===== src/rtl/window_slide_sequencer.sv =====
// rtl/window_slide_sequencer.sv - sequences a window-slide wrapper and buffers its windows for a downstream consumer
//
// Drives one frame through the wrapper: a start strobe, then one slide per
// window, never more than one request outstanding.  Each window is tagged with
// its raster index and queued in a small FIFO; a slide is only issued while
// the FIFO has room, so a push can never land in a full FIFO.
//
// Optional feature: define WS_SEQ_STALL_CNT_EN to build the stall counter.
//
// Ports
//   clk          in   clock, all state changes on posedge
//   rst          in   synchronous active-low reset
//   frame_start  in   request one frame (honoured only in IDLE)
//   frame_abort  in   synchronous abort, highest priority
//   frame_busy   out  high whenever not IDLE
//   frame_done   out  one-cycle pulse once all windows have left the FIFO
//   ws_start     out  start strobe to wrapper
//   ws_slide     out  slide request to wrapper
//   ws_window    in   window bits from wrapper
//   ws_valid     in   wrapper window-valid strobe
//   m_valid      out  FIFO not empty
//   m_ready      in   downstream accept
//   m_window     out  FIFO head window
//   m_index      out  FIFO head raster index
//   stall_cycles out  stall counter (0 unless WS_SEQ_STALL_CNT_EN)

module window_slide_sequencer #(
   parameter int IMAGE_ROW_LEN = 32,
   parameter int IMAGE_COL_LEN = 32,
   parameter int KERNEL_SIZE   = 3,
   parameter int STRIDE        = 1,
   parameter int FIFO_DEPTH    = 4,
   localparam int NW = ((IMAGE_ROW_LEN - KERNEL_SIZE) / STRIDE + 1) *
                       ((IMAGE_COL_LEN - KERNEL_SIZE) / STRIDE + 1),
   localparam int IW = (NW > 1) ? $clog2(NW) : 1,
   localparam int WW = KERNEL_SIZE * KERNEL_SIZE
) (
   input  logic          clk,
   input  logic          rst,
   input  logic          frame_start,
   input  logic          frame_abort,
   output logic          frame_busy,
   output logic          frame_done,
   output logic          ws_start,
   output logic          ws_slide,
   input  logic [WW-1:0] ws_window,
   input  logic          ws_valid,
   output logic          m_valid,
   input  logic          m_ready,
   output logic [WW-1:0] m_window,
   output logic [IW-1:0] m_index,
   output logic [31:0]   stall_cycles
);

   localparam int PW = (FIFO_DEPTH > 2) ? $clog2(FIFO_DEPTH) : 1;
   localparam int CW = PW + 1;
   localparam logic [CW-1:0] DEPTH_C = CW'(FIFO_DEPTH);
   localparam logic [IW-1:0] LAST_C  = IW'(NW - 1);

   typedef enum logic [2:0] {
      S_IDLE     = 3'd0,
      S_START    = 3'd1,
      S_WAIT_WIN = 3'd2,
      S_SLIDE    = 3'd3,
      S_DRAIN    = 3'd4
   } state_t;

   state_t        state_q, state_d;
   logic [IW-1:0] wcnt_q, wcnt_d;

   logic [PW-1:0] wr_ptr_q, wr_ptr_d;
   logic [PW-1:0] rd_ptr_q, rd_ptr_d;
   logic [CW-1:0] count_q, count_d;
   logic [WW-1:0] win_mem_q [FIFO_DEPTH];
   logic [IW-1:0] idx_mem_q [FIFO_DEPTH];

   logic fifo_empty;
   logic fifo_full;
   logic push;
   logic pop;

   assign fifo_empty = (count_q == '0);
   assign fifo_full  = (count_q == DEPTH_C);

   // Abort outranks a window arriving in the same cycle.
   assign push = (state_q == S_WAIT_WIN) && ws_valid && !frame_abort;
   assign pop  = !fifo_empty && m_ready;

   // ---------------------------------------------------------------- state register
   always_ff @(posedge clk) begin
      if (!rst) begin
         state_q  <= S_IDLE;
         wcnt_q   <= '0;
         wr_ptr_q <= '0;
         rd_ptr_q <= '0;
         count_q  <= '0;
      end else begin
         state_q  <= state_d;
         wcnt_q   <= wcnt_d;
         wr_ptr_q <= wr_ptr_d;
         rd_ptr_q <= rd_ptr_d;
         count_q  <= count_d;
      end
   end

   // Storage needs no reset: the head is masked to zero while the FIFO is empty.
   always_ff @(posedge clk) begin
      if (push) begin
         win_mem_q[wr_ptr_q] <= ws_window;
         idx_mem_q[wr_ptr_q] <= wcnt_q;
      end
   end

   // ---------------------------------------------------------------- next state
   always_comb begin
      state_d = state_q;
      wcnt_d  = wcnt_q;
      if (frame_abort) begin
         state_d = S_IDLE;
         wcnt_d  = '0;
      end else begin
         case (state_q)
            S_IDLE: begin
               if (frame_start) begin
                  state_d = S_START;
                  wcnt_d  = '0;
               end
            end
            S_START: state_d = S_WAIT_WIN;
            S_WAIT_WIN: begin
               if (ws_valid) begin
                  if (wcnt_q == LAST_C) begin
                     state_d = S_DRAIN;
                  end else begin
                     wcnt_d  = wcnt_q + IW'(1);
                     state_d = S_SLIDE;
                  end
               end
            end
            S_SLIDE: begin
               if (!fifo_full) state_d = S_WAIT_WIN;
            end
            S_DRAIN: begin
               if (fifo_empty) state_d = S_IDLE;
            end
            default: state_d = S_IDLE;
         endcase
      end
   end

   always_comb begin
      wr_ptr_d = wr_ptr_q;
      rd_ptr_d = rd_ptr_q;
      count_d  = count_q;
      if (frame_abort) begin
         wr_ptr_d = '0;
         rd_ptr_d = '0;
         count_d  = '0;
      end else begin
         // Pointers wrap naturally because FIFO_DEPTH is a power of two.
         wr_ptr_d = wr_ptr_q + PW'(push);
         rd_ptr_d = rd_ptr_q + PW'(pop);
         count_d  = count_q + CW'(push) - CW'(pop);
      end
   end

   // ---------------------------------------------------------------- outputs
   always_comb begin
      frame_busy = 1'b0;
      frame_done = 1'b0;
      ws_start   = 1'b0;
      ws_slide   = 1'b0;
      case (state_q)
         S_IDLE:     frame_busy = 1'b0;
         S_START: begin
            frame_busy = 1'b1;
            ws_start   = !frame_abort;
         end
         S_WAIT_WIN: frame_busy = 1'b1;
         S_SLIDE: begin
            frame_busy = 1'b1;
            // Suppressed on abort so the wrapper is not left with a stray request.
            ws_slide   = !fifo_full && !frame_abort;
         end
         S_DRAIN: begin
            frame_busy = 1'b1;
            frame_done = fifo_empty && !frame_abort;
         end
         default:    frame_busy = 1'b0;
      endcase
   end

   assign m_valid  = !fifo_empty;
   assign m_window = fifo_empty ? '0 : win_mem_q[rd_ptr_q];
   assign m_index  = fifo_empty ? '0 : idx_mem_q[rd_ptr_q];

`ifdef WS_SEQ_STALL_CNT_EN
   logic [31:0] stall_q, stall_d;

   always_comb begin
      stall_d = stall_q;
      if ((state_q == S_IDLE) && frame_start && !frame_abort) begin
         stall_d = '0;
      end else if ((((state_q == S_SLIDE) && fifo_full) || (m_valid && !m_ready)) &&
                   (stall_q != 32'hFFFF_FFFF)) begin
         stall_d = stall_q + 32'd1;
      end
   end

   always_ff @(posedge clk) begin
      if (!rst) begin
         stall_q <= '0;
      end else begin
         stall_q <= stall_d;
      end
   end

   assign stall_cycles = stall_q;
`else
   assign stall_cycles = '0;
`endif

endmodule


===== config.mk =====
export PLATFORM = sky130hd
export DESIGN_NAME = window_slide_sequencer
export DESIGN_NICKNAME = d
export VERILOG_FILES = /design/src/rtl/window_slide_sequencer.sv
export SDC_FILE = /design/constraint.sdc
export NUM_CORES = 1
export LEC_CHECK = 0
export CAP_MARGIN = 30
export CORE_MARGIN = 4
export CORE_UTILIZATION = 45
export DETAILED_ROUTE_END_ITERATION = 6
export MAX_ROUTING_LAYER = met4
export PLACE_DENSITY_LB_ADDON = 0.15
export REMOVE_ABC_BUFFERS = 1
export SLEW_MARGIN = 10
export SYNTH_ARGS = -nofsm -noshare
export SYNTH_HDL_FRONTEND = slang
export SYNTH_SLANG_ARGS = --single-unit

===== constraint.sdc =====
create_clock -name clk -period 4.4 [get_ports clk]
set_clock_uncertainty 0.15 [all_clocks]
set_input_delay 0.88 -clock clk [delete_from_list [all_inputs] [get_ports clk]]
set_output_delay 0.88 -clock clk [all_outputs]
set_load 0.05 [all_outputs]

Word-level counts from Yosys, hierarchy flattened:

Memories as Yosys holds them, arrays and structs flattened. A register that Yosys moved wholly into a read port is not among the register bits.
Index checks and enable logic that the tools add are counted.

* memory bits (writable): 76
* output and inout bits: 56
* memories: 2
* register bits after elaboration: 20
* input port bits: 15
* logic and storage cells: 59

Memory list
* idx_mem_q: depth 4, width 10, rd ports 1, clocked after Yosys merged registers in 1, wr ports 1, RTL line 75 `logic [IW-1:0] idx_mem_q [FIFO_DEPTH];`
* win_mem_q: depth 4, width 9, rd ports 1, clocked after Yosys merged registers in 1, wr ports 1, RTL line 74 `logic [WW-1:0] win_mem_q [FIFO_DEPTH];`

* equality and inequality tests: 11
* $add $sub $neg: 5
* muxes and demuxes: 20
* bitwise gates (word level): 1
* reductions and logical operators: 15

Operator list (number)
* $mux 10: 4
* $pmux 10 s2: 1
* $mux 3: 5
* $pmux 3 s5: 1
* $add 10x1->10 const B: 1
* $eq 10x10->1 const B: 1
* $ne 2x2->1 const B: 5
* $mux 9: 1
* $reduce_and 4->1: 2
* $eq 3x2->1 const B: 2
* $eq 3x3->1 const B: 2
* $logic_not 3->1: 2
* $mux 1: 6
* $logic_and 1x1->1: 5
* $add 2x1->2: 2
* $mux 2: 2
* $reduce_or 4->1: 1
* $add 3x1->3: 1
* $eq 3x1->1 const B: 1
* $logic_not 1->1: 3
* $sub 3x1->3: 1
* $reduce_bool 2->1: 1
* $reduce_or 2->1: 1
* $not 1->1: 1

Longest topological paths before layout:

Gate-level depths: netlist of run 1.

* depth in word-level cells: 5
* gate-level depth with buffers: 10
* mapped depth without buffers: 9

Worst setup path before layout of run 1:

OpenSTA, ideal clock, no wires.

* path kind: input port to output port
* start point: input port frame_abort
* end point: output port ws_slide
* path slack: -0.201 ns
* stages on the path: 2
* buffers on the path: 0
* arrival: 3.571 ns
* required time: 3.370 ns
* path through: or2b_1 -> a2111oi_0

* cells in the longest elaborated chain, start to end: 3

Ends and longest elaborated chain
* from (decl): RTL line 41 `input logic frame_abort,`
* $logic_not 1->1: RTL line 183 `ws_slide = !fifo_full && !frame_abort;`
* $logic_and 1x1->1: RTL line 183
* $mux 1: RTL line 173 `case (state_q)`
* to (decl): RTL line 45 `output logic ws_slide,`

No other way between the ends.

Final worst setup path of run 1:

* start point: input port frame_abort
* end point: output port ws_start

* cells in the longest elaborated chain, start to end: 2

Ends and longest elaborated chain
* $logic_not 1->1: RTL line 177 `ws_start = !frame_abort;`
* $mux 1: RTL line 173
* to (decl): RTL line 44 `output logic ws_start,`

No other way between the ends.

==> results.cfg, run 1 <==
[outcome]
status = finished clean

[grt]
track_usage = 0.143
overflow = 0
grt_max_degree = 25
grt_pass1_wl_um = 11700
grt_pass1_vias = 2294
antenna_found_initial = 0

[cts]
postCtsHoldBufs = 0
insertion_delay_ps = 360
clock_path_buffers = 2
clockRootBuffer = clkbuf_8
h-tree-depth = 3
clk_pin_slew_ps = 100
cts_tree = yes
numCtsBuffers = 9
ctsResizeCount = 0
cts_sinks = 96
cts_setup_buffers = 0

[hold_path]
hold_path_class = flop to flop
worstHoldStart = rd_ptr_q[1]
min_to = rd_ptr_q[1]
min_path_cells = 2

[timing]
setup_violations = 0
drv_slew = 0
slew_headroom = 0.475
period_share = 0.846
hold_ws_ps = 378
fin_tns_setup_ps = 0
worst_pin_slew_ps = 788
max_freq_mhz = 269
hold_viol_final = 0
rsz0062_at_grt = no
period_minus_slack_ps = 3720
fin_ws_ps = 676

[placement]
post-place-ws_ps = 725
post_dp_cell_area_um2 = 4620
port_buffers = 38
placedCellCount = 427
place_hpwl_um = 4550
place_congestion = 0.732

[critical_path]
r2r_cells = 9
worstPathRequired_ps = 3370
reg2reg_slack_ps = 1670
startpoint_type = input pin
r2r-end = count_q[2]
path_class = input pin to primary output
worstSetupEndpointType = primary output
crit_start = frame_abort
crit_arrival_ps = 2690
r2r_start = count_q[1]
crit_fanout = 7

[route]
wl_um = 7370
vias = 2316
via_per_inst = 5.23
drc = 0
wire_per_inst_um = 16.6
postRouteAntennaNets = 0
first_pass_iters = 5
drtIter0Drc = 80

[synthesis]
yosys_register_bits = 96
seq_area_frac_synth = 0.638
avgSynthCellArea_um2 = 14.8
synth_top_area_share = 0.542
synth_cells = 284
synth-simple-area-share = 0.119
synth_top_family_by_area = simple AND/OR/NAND/NOR gates
synth-main-ff-cell = edfxtp_1
synth_largest_area_cell = edfxtp_1
synth_area_um2 = 4210
synthArstFlopShare = 0
ys_warn_count = 0
post_synth_fa_ha_maj_area_fraction = 0.0137
synth_top_cells_by_area = edfxtp_1 (54%), mux4_2 (10%), dfxtp_1 (9.5%)
synth_mux_area_frac = 0.104
synth_edf_count = 76
synth-compound-area-share = 0.0372
synthXorXnorAreaFrac = 0.0146
synthDistinctLibCells = 44

[finish]
final_common_cell = edfxtp_1
antennaDiodeCount = 0
fin_area_um2 = 4810
final_cells = 443
areaGrowthSynthToFinish_pct = 14.3
fill_cells = 769
nets = 346
drive_gt1_frac = 0.151
layout_common_cells = edfxtp_1 (76), clkdlybuf4s50_1 (37), conb_1 (32)

[power_and_ir_drop]
leakagePower_nw = 1.57
vdd_ir_drop_max_v = 0.000139
cellPowerDensity_nw_per_um2 = 341

[floorplanning]
top_level_ports = 71
fp-row-count = 35
die_width_um = 105
initial_core_util = 0.460
core_um2 = 9150
die_area_um2 = 11000
die_y_um = 105

[flow_run]
maxCapViolCount = 0
## final cells by class
cell class                      instances  area [um^2]  area share
Inverter                                2         7.51     0.00156
Clock buffer                            9          124      0.0258
Clock inverter                          7         70.1      0.0146
Timing Repair Buffer                   46          438      0.0911
Tap cell                              111          139      0.0289
Sequential cell                        96         2680       0.558
Multi-Input combinational cell        172         1350       0.280
## routing by layer
layer | vias to the layer above | share of wire | global-route usage
met2 | 64 | 0.50 | 0.231
li1 | 1095 | - | -
met5 | - | 0 | -
met1 | 1144 | 0.43 | 0.178
met3 | 13 | 0.041 | 0.0253
met4 | 0 | 0.020 | 0.0675
## cells by family after synthesis
| logic type | after synthesis |
|---|---|
| other | 1 |
| adder cells (fa/ha/maj) | 4 |
| flip-flops | 96 |
| AO/OA/AOI/OAI | 23 |
| multiplexers | 20 |
| XOR/XNOR | 7 |
| AND/OR/NAND/NOR | 86 |
| buffers and inverters | 47 |
## synthesized netlist by cell type, types with 3 or more instances
| cell | instances |
|---|---|
| xor2_1 | 3 |
| buf_2 | 4 |
| nand4_1 | 3 |
| nor3_1 | 4 |
| or4_1 | 5 |
| a22oi_1 | 4 |
| ha_1 | 3 |
| and2_1 | 21 |
| nand3_1 | 10 |
| nand2_1 | 12 |
| nor2_1 | 11 |
| dfxtp_1 | 20 |
| xnor2_1 | 4 |
| a31oi_1 | 4 |
| edfxtp_1 | 76 |
| clkbuf_1 | 8 |
| nand2b_1 | 3 |
| o21ai_0 | 4 |
| mux4_2 | 19 |
| a21oi_1 | 6 |
| buf_4 | 33 |
## where the power goes
part | switching, mW | internal [mW] | leakage [nW] | total (mW)
clock | 0.301 | 0.263 | 0.0994 | 0.563
sequential | 0.00154 | 0.971 | 0.827 | 0.972
combinational | 0.0845 | 0.0203 | 0.644 | 0.105
## stage by stage
step                      utilization  total power [mW]
after floorplan                     -              1.07
after global placement          0.504              1.10
after detailed placement        0.504              1.10
after CTS                       0.525              1.66
after global routing            0.525              1.70
final                           0.525              1.64
## flip-flops by register name, indices dropped and copies added, names as in the netlist
signal,count
count_q,3
idx_mem_q,40
rd_ptr_q,2
state_q,3
wcnt_q,10
win_mem_q,36
wr_ptr_q,2
## critical path: stages
cell and delay (ps):
clkdlybuf4s50_1 520, or2b_1 290, nor3_1 160, clkdlybuf4s50_1 840
## worst max-delay path by stage
stage	end	slack, ps
finish	ws_start	680
CTS	frame_done	580
floorplan	ws_slide	-200
detailed placement	ws_start	720
global route	frame_done	510
global placement	ws_start	720
Power figures use the tool's default switching activity.
==> run 2, diff against run 1 <==
==> constraint.sdc (replaced) <==
create_clock -name clk -period 3.6 [get_ports clk]
set_clock_uncertainty 0.15 [all_clocks]
set_input_delay 0.72 -clock clk [delete_from_list [all_inputs] [get_ports clk]]
set_output_delay 0.72 -clock clk [all_outputs]
set_load 0.05 [all_outputs]
==> run 2 against run 1 <==
Compared with the run above: core utilization down 0.34 points; combinational power increased by 22%; clock power up 6.9%; sequential power increased by 22%; first-iteration DRC count rose by 35%; global-route usage rose by 0.17 points; wire length grew 1.2%; register-to-register slack got worse by 650 ps; largest cell class unchanged.
==> results.cfg, run 2 (synthesized netlist as in run 1, its figures left out) <==
[floorplanning]
top_level_ports = 71
die_area_um2 = 11000
die_y_um = 105
fp-row-count = 35
initial_core_util = 0.460
die_width_um = 105
core_um2 = 9150

[placement]
place_hpwl_um = 4740
placedCellCount = 429
port_buffers = 38
place_congestion = 0.724
post-place-ws_ps = 469

[cts]
insertion_delay_ps = 340
clock_path_buffers = 2
cts_setup_buffers = 0
cts_tree = yes
numCtsBuffers = 9
clockRootBuffer = clkbuf_8
cts_sinks = 96
postCtsHoldBufs = 0
ctsResizeCount = 0
h-tree-depth = 3
clk_pin_slew_ps = 90

[outcome]
status = finished clean

[finish]
multi_input_area_um2 = 1350
largest_reg_flops = 40
drive_gt1_frac = 0.213
areaGrowthSynthToFinish_pct = 13.6
final_cells = 444
layout_common_cells = edfxtp_1 (76), conb_1 (32), buf_4 (29)
fin_util = 0.522
antennaDiodeCount = 0
nets = 348
final_common_cell = edfxtp_1
regMostFlops = idx_mem_q
top_regs = idx_mem_q x40, win_mem_q x36, wcnt_q x10
fill_cells = 769
regArea_um2 = 2680

[power_and_ir_drop]
vdd_ir_drop_max_v = 0.000164
leakagePower_nw = 1.61
cellPowerDensity_nw_per_um2 = 402

[timing]
max_freq_mhz = 320
hold_viol_final = 0
setup_violations = 0
fin_ws_ps = 477
slew_headroom = 0.524
period_share = 0.868
rsz0062_at_grt = no
drv_slew = 0
worst_pin_slew_ps = 714
period_minus_slack_ps = 3120

[critical_path]
startpoint_type = input pin
path_class = input pin to primary output
crit_arrival_ps = 2250
crit_fanout = 7
worstSetupEndpointType = primary output
worstPathRequired_ps = 2730

[hold_path]
hold_path_class = flop to flop

[route]
first_pass_iters = 4
drc = 0
wire_per_inst_um = 16.8
postRouteAntennaNets = 0
vias = 2307
drtIter0Drc = 108
wl_um = 7460
via_per_inst = 5.20

[grt]
grt_pass1_wl_um = 12000
overflow = 0
grt_max_degree = 20
track_usage = 0.145
grt_pass1_vias = 2240
antenna_found_initial = 0

[flow_run]
maxCapViolCount = 0
-- run 2: changes by cell type in the layout (fill, tap and decap cells not counted) --
cell / delta
buf_4: +20
inv_6: -1
bufinv_16: -1
clkbuf_1: +1
clkdlybuf4s50_1: -21
clkinv_4: +1
buf_12: +3
clkinv_2: -1
-- run 2: area by class of cell --
type / instances / share of cell area
Clock buffer: 10 / 0.0267
Sequential cell: 96 / 0.561
Timing Repair Buffer: 48 / 0.0916
Multi-Input combinational cell: 172 / 0.282
Tap cell: 111 / 0.0291
Inverter: 2 / 0.00157
Clock inverter: 5 / 0.00733
-- run 2: per-stage QoR --
| stage | setup TNS, ps | area, um^2 | hold WS, ps | power, mW |
|---|---|---|---|---|
| floorplan | -2350 | 4030 | 328 | 1.31 |
| global placement | 0 | 4620 | 347 | 1.34 |
| detailed placement | 0 | 4620 | 362 | 1.34 |
| CTS | 0 | 4780 | 383 | 1.93 |
| global route | 0 | 4780 | 407 | 1.99 |
| finish | 0 | 4780 | 383 | 1.92 |
-- run 2: path summary, 6_finish.rpt --
check	cells after the start	slack, ps	startpoint	to
setup / recovery	5	480	frame_abort	ws_slide
hold / removal	2	380	rd_ptr_q[1]	rd_ptr_q[1]
setup reg to reg	9	1020	count_q[1]	count_q[2]
hold reg to reg	2	380	rd_ptr_q[1]	rd_ptr_q[1]
-- run 2: worst max-delay path, cell delays in order --
cell and delay (ps):
clkdlybuf4s50_1 540, or2b_1 280, a2111oi_0 390, buf_4 190, buf_12 120
-- run 2: report_power, final --
part | internal (mW) | switching, mW
combinational | 0.0247 | 0.104
sequential | 1.19 | 0.00186
clock | 0.248 | 0.354
-- run 2: layer usage --
metal	up-vias	GRT usage	wire (um)
li1	1104	-	-
met1	1141	0.200	3490
met2	58	0.217	3600
met3	4	0.0253	318
met4	0	0.0572	50
met5	-	-	0
